`config.mk`:
```
export PLATFORM = sky130hd
export DESIGN_NAME = alu_mul_seq
export DESIGN_NICKNAME = d
export VERILOG_FILES = /design/src/rtl/alu_pkg.sv /design/src/rtl/alu_mul_seq.sv
export SDC_FILE = /design/constraint.sdc
export NUM_CORES = 1
export LEC_CHECK = 0
export ABC_AREA = 1
export ABC_CLOCK_PERIOD_IN_PS = 2600
export BUFFER_PORTS_ARGS = -buffer_cell sky130_fd_sc_hd__buf_4
export CAP_MARGIN = 10
export CORE_AREA = 4 4 113 136
export CTS_BUF_LIST = sky130_fd_sc_hd__clkbuf_4
export CTS_CLUSTER_SIZE = 40
export DETAILED_ROUTE_END_ITERATION = 8
export DIE_AREA = 0 0 117 140
export HOLD_SLACK_MARGIN = 0.12
export PLACE_DENSITY = 0.72
export SETUP_SLACK_MARGIN = 0.15
export SLEW_MARGIN = 20
export SYNTH_ARGS = -nofsm -noshare
export SYNTH_HDL_FRONTEND = slang
export SYNTH_SLANG_ARGS = --single-unit
```
`constraint.sdc`:
```
create_clock -name clk -period 2.6 [get_ports clk]
set_clock_uncertainty 0.05 [all_clocks]
set_input_delay 0.26 -clock clk [delete_from_list [all_inputs] [get_ports clk]]
set_output_delay 0.26 -clock clk [all_outputs]
set_load 0.02 [all_outputs]
```
`src/rtl/alu_pkg.sv`:
```
// rtl/alu_pkg.sv - ALU opcodes and multiplier state encoding
//
// Purpose: shared constants for the execute-stage ALU and the sequential
//          multiplier that borrows it for its additions.
// Contents:
//   ALU_* opcodes   4-bit Operation codes understood by alu
//   mul_state_e     IDLE / BUSY / DONE states of alu_mul_seq
package alu_pkg;

  localparam logic [3:0] ALU_AND = 4'b0000;
  localparam logic [3:0] ALU_OR  = 4'b0001;
  localparam logic [3:0] ALU_XOR = 4'b0100;
  localparam logic [3:0] ALU_SUB = 4'b0011;
  localparam logic [3:0] ALU_ADD = 4'b0101;
  localparam logic [3:0] ALU_SLL = 4'b1100;
  localparam logic [3:0] ALU_SRL = 4'b1101;
  localparam logic [3:0] ALU_SLT = 4'b1110;

  typedef enum logic [1:0] {
    IDLE = 2'b00,
    BUSY = 2'b01,
    DONE = 2'b10
  } mul_state_e;

endpackage

```
`src/rtl/alu_mul_seq.sv`:
```
// rtl/alu_mul_seq.sv - shift-and-add multiplier that reuses the core ALU adder
//
// Purpose: accepts an operand pair, performs one ALU addition per cycle
//          (acc + (mult[0] ? mcand : 0)) and returns the low DATA_WIDTH bits
//          of the product. Signed and unsigned operands give the same bits.
// Optional build macro: MUL_EARLY_EXIT_EN - finish as soon as the remaining
//          multiplier bits are all zero instead of always running DATA_WIDTH
//          cycles; the product is the same either way.
// Ports:
//   clk, rst_n            clock, asynchronous active-low reset
//   start_valid/ready     operand handshake (ready only in IDLE)
//   op_a, op_b            multiplicand, multiplier
//   res_valid/ready       result handshake (valid only in DONE)
//   res_data              product, low DATA_WIDTH bits, held in DONE
//   busy                  high in BUSY or DONE
//   alu_srca/srcb/op      drive to the shared ALU
//   alu_result            ALU output, combinational in the same cycle
module alu_mul_seq
  import alu_pkg::*;
#(
  parameter int DATA_WIDTH    = 32,
  parameter int OPCODE_LENGTH = 4
) (
  input  logic                     clk,
  input  logic                     rst_n,
  input  logic                     start_valid,
  output logic                     start_ready,
  input  logic [DATA_WIDTH-1:0]    op_a,
  input  logic [DATA_WIDTH-1:0]    op_b,
  output logic                     res_valid,
  input  logic                     res_ready,
  output logic [DATA_WIDTH-1:0]    res_data,
  output logic                     busy,
  output logic [DATA_WIDTH-1:0]    alu_srca,
  output logic [DATA_WIDTH-1:0]    alu_srcb,
  output logic [OPCODE_LENGTH-1:0] alu_op,
  input  logic [DATA_WIDTH-1:0]    alu_result
);

  localparam int CNT_W = $clog2(DATA_WIDTH);
  localparam logic [CNT_W-1:0] CNT_LAST = CNT_W'(DATA_WIDTH - 1);

  mul_state_e            state;
  logic [DATA_WIDTH-1:0] mcand;
  logic [DATA_WIDTH-1:0] mult;
  logic [DATA_WIDTH-1:0] acc;
  logic [CNT_W-1:0]      cnt;

  logic [DATA_WIDTH-1:0] mult_next;
  logic                  finish;

  assign mult_next = mult >> 1;

`ifdef MUL_EARLY_EXIT_EN
  // Once no set multiplier bits remain, further adds would only add zero.
  assign finish = (cnt == CNT_LAST) || (mult_next == '0);
`else
  assign finish = (cnt == CNT_LAST);
`endif

  assign start_ready = (state == IDLE);
  assign res_valid   = (state == DONE);
  assign busy        = (state != IDLE);

  // Outside BUSY the ALU is parked on AND of zeros so it toggles nothing.
  always_comb begin
    alu_op   = OPCODE_LENGTH'(ALU_AND);
    alu_srca = '0;
    alu_srcb = '0;
    if (state == BUSY) begin
      alu_op   = OPCODE_LENGTH'(ALU_ADD);
      alu_srca = acc;
      alu_srcb = mult[0] ? mcand : '0;
    end
  end

  always_ff @(posedge clk or negedge rst_n) begin
    if (!rst_n) begin
      state    <= IDLE;
      mcand    <= '0;
      mult     <= '0;
      acc      <= '0;
      cnt      <= '0;
      res_data <= '0;
    end else begin
      case (state)
        IDLE: begin
          if (start_valid) begin
            mcand <= op_a;
            mult  <= op_b;
            acc   <= '0;
            cnt   <= '0;
            state <= BUSY;
          end
        end
        BUSY: begin
          // Bits of mcand shifted past the MSB are dropped: product mod 2^W.
          acc   <= alu_result;
          mcand <= mcand << 1;
          mult  <= mult_next;
          cnt   <= cnt + CNT_W'(1);
          if (finish) begin
            res_data <= alu_result;
            state    <= DONE;
          end
        end
        DONE: begin
          // No same-cycle restart: start_ready only rises after IDLE is entered.
          if (res_ready) begin
            state <= IDLE;
          end
        end
        default: state <= IDLE;
      endcase
    end
  end

endmodule
```
==> results of run 1 <==
## cells by family after synthesis
group / Yosys count
buffers and inverters: 153
and+or+nand+nor: 406
other: 1
adders and majority gates: 2
DFF: 135
AOI/OAI and AO/OA: 69
## path summary, 6_finish.rpt
path	from	endpoint	slack [ns]	depth (start not counted)
worst max-delay path	state[1]	alu_srcb[16]	0.27	5
worst min-delay path	rst_n	res_data[7]	0.16	2
worst max register to register	state[1]	mcand[4]	0.39	7
worst min register to register	res_data[7]	res_data[7]	0.45	2
max in group asynchronous	rst_n	res_data[9]	1.57	3
min in group clk	start_valid	mult[28]	0.20	4
## repair_timing
action,CTS,global route
hold buffers,104,0
endpoints found under the setup margin,0,37
gates resized for setup,0,3
endpoints found under the hold margin,264,0
## worst max-delay path: stages (launching register included)
cell	delay (ns)
dfrtp_1	0.48
inv_2	0.11
nand2_4	0.27
buf_16	0.33
nor2_1	0.10
buf_4	0.17
## Yosys cell counts
master,instances
inv_1,91
buf_2,25
buf_1,6
a21oi_1,1
nand2_2,2
buf_6,1
nor2_1,69
nand3_1,181
buf_4,8
nor2_2,1
dfrtp_1,135
o22ai_1,32
o21bai_1,1
o21ai_1,32
nand2_1,151
o31ai_1,1
nand4_1,1
nor2_4,1
inv_2,2
ha_1,2
conb_1,1
clkbuf_1,20
o21ai_0,2
## power groups by stage
stage / Clock (mW) / Combinational, mW / Sequential (mW)
after floorplan: 0 / 2.22 / 3.52
after global placement: 0 / 3.80 / 3.40
after detailed placement: 0 / 3.86 / 3.43
after CTS: 1.34 / 4.03 / 3.39
after global routing: 1.42 / 4.43 / 3.51
final: 1.29 / 4.02 / 3.40
## layout make-up
class | instances | area (sq um)
clock buffers | 17 | 127.6
clock inverters | 15 | 128.9
fillers | 1174 | 5034
inverters | 93 | 349.1
multi-input cells | 479 | 2213
flip-flops and latches | 135 | 3378
well taps | 175 | 219.0
repair buffers | 320 | 2724
## metal layers
metal / track usage / part of all wire / vias to the layer above
li1: - / - / 3030
met1: 0.3047 / 0.45 / 2934
met2: 0.3668 / 0.48 / 223
met3: 0.04840 / 0.060 / 17
met4: 0.05737 / 0.011 / 0
met5: 0 / 0 / -
## per-stage QoR
step                std cells  worst slack, ns  power (mW)    util  area (sq um)
CTS                      1234           0.1780       8.759  0.6438          9125
global placement         1098           0.7905       7.207  0.5523          7828
floorplan                 767           0.9814       5.736       -          6212
detailed placement       1098           0.7310       7.286  0.5523          7828
global route             1234          0.08489       9.360  0.6449          9140
finish                   1234           0.2662       8.709  0.6449          9140
## state kept, by name, summed over array words and instances, names as in the netlist
signal / cells
state: 2
mult: 32
cnt: 5
res_data: 32
acc: 32
mcand: 32
==> flow_metrics.env, run 1 <==
export IMPL_status="completed"
export IMPL_ys_top_cells_by_area="dfrtp_1, nand3_1, nand2_1, inv_1, nor2_1"
export IMPL_htreeDepth=4
export IMPL_worstPathRequired_ns=2.29
export IMPL_first_global_vias=6125
export IMPL_grt_overflow=0
export IMPL_synthesis_instances=766
export IMPL_clock_path_buffers=2
export IMPL_final_setup_viol_count=0
export IMPL_clkTransAtPathRegs_ns=0.12
export IMPL_min_period_ns=2.334
export IMPL_fin_setup_tns_ns=0
export IMPL_crit_fanout=88
export IMPL_yosys_area_top_type="dfrtp_1"
export IMPL_synth_seq_cells=135
export IMPL_ys_seq_area_frac=0.5441
export IMPL_vdd_drop_max_mv=0.4036
export IMPL_end_kind="output pin"
export IMPL_dpl_hpwl_mm=11.55
export IMPL_coreArea_sq_um=14170
export IMPL_min_path_type="primary input to asynchronous set/reset pin"
export IMPL_fmax_mhz=428.5
export IMPL_tightest_slew_ns=0.6438
export IMPL_drc_errors=0
export IMPL_tritoncts="done"
export IMPL_clockPowerShare=0.148
export IMPL_synth_top_family_by_area="simple AND/OR/NAND/NOR gates"
export IMPL_muxShareOfSynthArea=0
export IMPL_die_width_microns=117
export IMPL_nets=1148
export IMPL_cts_setup_buffers=0
export IMPL_p_leak_nw=4.778
export IMPL_grt_pass1_wl_mm=29.63
export IMPL_synthAdderAreaFrac=0.004031
export IMPL_cts_num_sinks=135
export IMPL_io_buffers=200
export IMPL_slew_viol_final=0
export IMPL_avgViaCountPerCell=5.028
export IMPL_fp_dieH_microns=140
export IMPL_comb_power_share=0.462
export IMPL_final_common_cell="buf_4"
export IMPL_crit_type="flip-flop to output pin"
export IMPL_gp_congestion=0.7894
export IMPL_area_growth_pct=47.22
export IMPL_grt_use_total=0.2249
export IMPL_synth_area_per_cell_sq_um=8.105
export IMPL_layout_drive_gt1_share=0.2408
export IMPL_initial_core_util=0.4380
export IMPL_antenna_found_initial=0
export IMPL_io_pins=203
export IMPL_synthXorXnorAreaFrac=0
export IMPL_synth_cell_types=23
export IMPL_finalHoldViolations=0
export IMPL_cts_buffers_inserted=17
export IMPL_vias=6204
export IMPL_rsz0062_at_grt="true"
export IMPL_syn_cell_area_sq_um=6208
export IMPL_cp_start_kind="flip-flop"
export IMPL_final_cell_mix="buf_4, nand3_1, nand2_1"
export IMPL_slew_headroom=0.5708
export IMPL_ys_warn_count=0
export IMPL_drtPass1Iterations=5
export IMPL_seq_power_share=0.390
export IMPL_fin_crit_sh=0.8976
export IMPL_drtIter0Drc=495
export IMPL_switching_share=0.4194
export IMPL_fp_dieArea_sq_um=16380
export IMPL_p_sw_mw=3.652
export IMPL_rows=48
export IMPL_fin_hold_ws_ns=0.1636
export IMPL_clk_latency_ns=0.51
export IMPL_drv_cap=0
export IMPL_p_int_mw=5.057
export IMPL_power_per_cell_area_nw_per_um2=952.9
export IMPL_wl_per_cell_microns=14.82
export IMPL_worst_ep_arrival_time_ns=2.02
export IMPL_synthSimpleGateAreaFrac=0.2848
export IMPL_wirelength_mm=18.28
export IMPL_synth_compound_area_share=0.06288
export IMPL_clock_root_buffer="clkbuf_4"
export IMPL_postRouteAntennaNets=0
export IMPL_netlist_area_leader_share=0.5441
export IMPL_grt_max_degree=89
export IMPL_diodes=0
(Power assumes the default switching activity.)
==> inputs of run 2 (changes only) <==
SETUP_SLACK_MARGIN = 0.5   (was 0.15)
==> run 2 against run 1 <==
Combinational power grew 7.0%; hold slack lost 0.012 ns; sequential share of layout area shrank 0.96 points; power grew 3.5%; clock-buffer cell count is the same; utilization grew 1.8 points; sequential power is essentially flat; register-to-register slack gained 0.18 ns; largest cell class unchanged; highest routed layer unchanged.
==> flow_metrics.env, run 2 (synthesis results as in run 1) <==
export IMPL_vias=6393
export IMPL_drv_cap=0
export IMPL_cts_buffers_inserted=17
export IMPL_final_cell_mix="buf_4, nand3_1, nand2_1"
export IMPL_status="completed"
export IMPL_p_leak_nw=4.885
export IMPL_rows=48
export IMPL_crit_type="flip-flop to flip-flop"
export IMPL_power_per_cell_area_nw_per_um2=959.1
export IMPL_nets=1161
export IMPL_max_stage_delay_ns=0.54
export IMPL_switching_share=0.4190
export IMPL_comb_power_share=0.477
export IMPL_die_width_microns=117
export IMPL_rsz0062_at_grt="true"
export IMPL_dp_worst_setup_slack_ns=0.7310
export IMPL_fmax_mhz=493.7
export IMPL_clk_latency_ns=0.53
export IMPL_crit_fanout=10
export IMPL_critPathSlowestCell="dlygate4sd3_1"
export IMPL_critPathTopFamily="buffers and inverters"
export IMPL_grt_max_degree=66
export IMPL_min_period_ns=2.025
export IMPL_dpl_hpwl_mm=11.55
export IMPL_tightest_slew_ns=0.5819
export IMPL_io_pins=203
export IMPL_coreArea_sq_um=14170
export IMPL_fp_dieH_microns=140
export IMPL_gp_congestion=0.7894
export IMPL_fill_cells=1145
export IMPL_grt_use_total=0.2357
export IMPL_wirelength_mm=19.48
export IMPL_first_global_vias=6284
export IMPL_cts_num_sinks=135
export IMPL_avgViaCountPerCell=5.127
export IMPL_final_setup_viol_count=0
export IMPL_diodes=0
export IMPL_fin_hold_ws_ns=0.1513
export IMPL_end_kind="flip-flop"
export IMPL_drtPass1Iterations=5
export IMPL_fp_dieArea_sq_um=16380
export IMPL_antenna_found_initial=0
export IMPL_layout_drive_gt1_share=0.2547
export IMPL_place_inst=1098
export IMPL_cp_cell_sequence="inv_4 -> buf_4 -> buf_4 -> nand2_2 -> nor2_1 -> nand2_1 -> nand2_1 -> dlygate4sd3_1"
export IMPL_clkTransAtPathRegs_ns=0.12
export IMPL_finalHoldViolations=0
export IMPL_drc_errors=0
export IMPL_clock_path_buffers=2
export IMPL_tritoncts="done"
export IMPL_initial_core_util=0.4380
export IMPL_io_buffers=200
export IMPL_area_growth_pct=51.33
export IMPL_fin_setup_tns_ns=0
export IMPL_seq_power_share=0.378
export IMPL_slew_headroom=0.6107
export IMPL_cp_start_kind="flip-flop"
export IMPL_wl_per_cell_microns=15.62
export IMPL_critPathBufInv=4
export IMPL_vdd_drop_max_mv=0.3739
export IMPL_htreeDepth=4
export IMPL_setup_slack_ns=0.5747
export IMPL_grt_pass1_wl_mm=30.75
export IMPL_drtIter0Drc=477
export IMPL_min_path_type="primary input to asynchronous set/reset pin"
export IMPL_grt_overflow=0
export IMPL_final_cell_count_no_fill=1247
export IMPL_slew_viol_final=0
export IMPL_clockPowerShare=0.144
export IMPL_clock_root_buffer="clkbuf_4"
export IMPL_p_sw_mw=3.776
export IMPL_worstPathRequired_ns=3.01
export IMPL_final_common_cell="buf_4"
export IMPL_postRouteAntennaNets=0
export IMPL_fin_crit_sh=0.7790
export IMPL_worst_ep_arrival_time_ns=2.44
export IMPL_p_int_mw=5.235
[run 2: what timing repair did]
item | 4_1_cts | 5_1_grt
hold buffers | 104 | 0
setup buffers | 5 | 2
pin swaps | 1 | 1
gates resized for setup | 10 | 7
cloned | 3 | 3
endpoints found under the setup margin | 56 | 72
hold endpoints to repair | 264 | 0
[run 2: per-layer routing]
metal | part of all wire | global-route usage
met1 | 0.43 | 0.3157
met2 | 0.48 | 0.3836
met3 | 0.075 | 0.05143
met4 | 0.017 | 0.06884
met5 | 0 | 0
[run 2: final cells by class]
class | instances | area (sq um) | area share
Multi-Input combinational cell | 480 | 2238 | 0.2382
Tap cell | 175 | 219.0 | 0.02331
Clock inverter | 15 | 128.9 | 0.01372
Clock buffer | 17 | 127.6 | 0.01358
Sequential cell | 135 | 3382 | 0.3600
Timing Repair Buffer | 332 | 2948 | 0.3138
Inverter | 93 | 351.6 | 0.03742
[run 2: path summary, 6_finish.rpt]
kind,from,to,slack (ns),cells past startpoint
min,rst_n,res_data[7],0.15,2
max in group asynchronous,rst_n,res_data[9],1.59,3
min in group clk,res_ready,state[1],0.42,3
min reg2reg,mult[20],mult[19],0.45,2
max reg2reg,state[1],mult[31],0.57,8
max,state[1],mult[31],0.57,8
[run 2: power groups by stage]
stage,registers [mW],clock network [mW],logic [mW]
final,3.41,1.30,4.30
after global routing,3.51,1.42,4.70
after global placement,3.40,0,3.80
after floorplan,3.52,0,2.22
after detailed placement,3.43,0,3.86
after CTS,3.40,1.34,4.17
[run 2: per-stage QoR]
step	cell area (sq um)	utilization	power, mW
after floorplan	6212	-	5.736
after global placement	7828	0.5523	7.207
after detailed placement	7828	0.5523	7.286
after CTS	9265	0.6537	8.906
after global routing	9395	0.6629	9.639
final	9395	0.6629	9.011
==> inputs of run 3 (changes only) <==
ABC_CLOCK_PERIOD_IN_PS = 2100   (was 2600)
clock period = 2.1 ns   (was 2.6 ns; I/O delays follow)
==> run 3 against run 2 <==
Worst setup slack got worse by 0.47 ns; via count increased by 10%; utilization increased by 11 points; cell area increased by 16%; sequential power increased by 26%; non-clock buffer count increased by 44; power increased by 47%; register-to-register slack got worse by 0.40 ns; critical path type is now flip-flop to output pin; critical endpoint is now alu_srcb[23]; largest cell class is now buffers.
==> flow_metrics.env, run 3 (synthesis results as in run 1) <==
export IMPL_drtIter0Drc=648
export IMPL_power_mw=13.21
export IMPL_place_inst=1098
export IMPL_io_buffers=200
export IMPL_max_stage_delay_ns=0.47
export IMPL_grt_pass1_wl_mm=34.60
export IMPL_antenna_found_initial=0
export IMPL_tritoncts="done"
export IMPL_die_width_microns=117
export IMPL_ff_latch_area_sq_um=3382
export IMPL_clock_root_buffer="clkbuf_4"
export IMPL_initial_core_util=0.4380
export IMPL_htreeDepth=4
export IMPL_seq_power_share=0.325
export IMPL_p_int_mw=7.640
export IMPL_layout_drive_gt1_share=0.3608
export IMPL_crit_fanout=6
export IMPL_drv_cap=0
export IMPL_wl_per_cell_microns=19.05
export IMPL_first_global_vias=6923
export IMPL_met3_usage=0.04797
export IMPL_power_per_cell_area_nw_per_um2=1212
export IMPL_worstPathRequired_ns=1.84
export IMPL_fp_dieH_microns=140
export IMPL_p_sw_mw=5.573
export IMPL_nets=1206
export IMPL_use_met2=0.4408
export IMPL_postRouteAntennaNets=0
export IMPL_setup_slack_ns=0.1039
export IMPL_fin_setup_tns_ns=0
export IMPL_cp_cell_sequence="buf_6 -> nor2_4 -> buf_12 -> nand2_4 -> nor2_1 -> buf_4"
export IMPL_crit_type="flip-flop to output pin"
export IMPL_grt_use_total=0.2668
export IMPL_switching_share=0.4218
export IMPL_final_common_cell="buf_4"
export IMPL_final_cell_mix="buf_4, nand3_1, dfrtp_1"
export IMPL_clkTransAtPathRegs_ns=0.14
export IMPL_grt_overflow=0
export IMPL_gr_usage_met1=0.3435
export IMPL_fin_crit_sh=0.9505
export IMPL_drtPass1Iterations=5
export IMPL_critPathBufInv=3
export IMPL_worst_ep_arrival_time_ns=1.74
export IMPL_p_leak_nw=5.412
export IMPL_final_cell_count_no_fill=1292
export IMPL_end_kind="output pin"
export IMPL_clock_path_buffers=2
export IMPL_fp_dieArea_sq_um=16380
export IMPL_rsz0062_at_grt="true"
export IMPL_area_growth_pct=75.53
export IMPL_critPathSlowestCell="dfrtp_2"
export IMPL_fill_cells=862
export IMPL_cts_buffers_inserted=17
export IMPL_grt_max_degree=69
export IMPL_fmax_mhz=501.0
export IMPL_clk_latency_ns=0.53
export IMPL_status="completed"
export IMPL_diodes=0
export IMPL_cts_num_sinks=135
export IMPL_top_usage_layer="met2"
export IMPL_cp_start_kind="flip-flop"
export IMPL_final_setup_viol_count=0
export IMPL_min_path_type="primary input to asynchronous set/reset pin"
export IMPL_io_pins=203
export IMPL_finalHoldViolations=0
export IMPL_dpl_hpwl_mm=12.12
export IMPL_vias=7030
export IMPL_comb_power_share=0.535
export IMPL_tightest_slew_ns=0.5238
export IMPL_slew_viol_final=0
export IMPL_multi_input_area_sq_um=2705
export IMPL_clockPowerShare=0.140
export IMPL_drc_errors=0
export IMPL_fin_hold_ws_ns=0.1546
export IMPL_rows=48
export IMPL_critPathTopFamily="flip-flops"
export IMPL_min_period_ns=1.996
export IMPL_vdd_drop_max_mv=0.5534
export IMPL_avgViaCountPerCell=5.441
export IMPL_wirelength_mm=24.61
export IMPL_gp_congestion=0.8107
export IMPL_slew_headroom=0.6508
export IMPL_dp_worst_setup_slack_ns=0.1365
export IMPL_coreArea_sq_um=14170
## run 3: cell types whose count changed in the layout (fill, tap and decap cells not counted), moves of 12 or more
cell     before  now
nand2_1     148  123
buf_6         2   40
nand2_2       3   15
o21ai_2       0   14
nor2_1       67   32
buf_4       214  191
nor2_4        2   24
nor2_2        2   15
o21ai_1      32   16
## run 3: cell type report
class,count,area share
timing repair buffer,376,0.3619
clock inverter,15,0.01550
tap,175,0.02009
sequential,135,0.3103
multi-input combinational,481,0.2482
clock buffer,17,0.01171
inverter,93,0.03226
## run 3: path summary, 6_finish.rpt
path                           start      endpoint  slack (ns)  depth (start not counted)
max                         state[1]  alu_srcb[23]        0.10                          6
min                            rst_n        acc[2]        0.15                          2
max reg2reg                 state[0]     mcand[11]        0.17                         11
min reg2reg                 mult[17]      mult[16]        0.45                          2
max in group asynchronous      rst_n  res_data[13]        1.13                          3
min in group clk           res_ready      state[1]        0.37                          3
## run 3: power by group through the flow
stage	Combinational, mW	Clock (mW)	Sequential [mW]
finish	7.07	1.85	4.29
global route	7.55	1.99	4.39
CTS	6.21	1.86	4.19
detailed placement	4.89	0	4.24
global placement	4.79	0	4.21
floorplan	2.75	0	4.35
## run 3: through the flow
stage	utilization	instance area (sq um)
floorplan	-	6212
finish	0.7689	10900
CTS	0.7073	10020
global route	0.7689	10900
detailed placement	0.5567	7890
global placement	0.5567	7890
## run 3: repair_timing
action,4_1_cts,5_1_grt
setup endpoints to repair,97,189
endpoints found under the hold margin,264,2
cloned,11,14
pin swaps,6,29
gates resized for setup,87,112
hold buffers,98,1
buffers inserted,23,15
## run 3: routing by layer
layer  share of wire  vias to the layer above
met4           0.043                        0
met3           0.082                       94
met1            0.37                     3332
met5               0                        -
met2            0.50                      443
li1                -                     3161
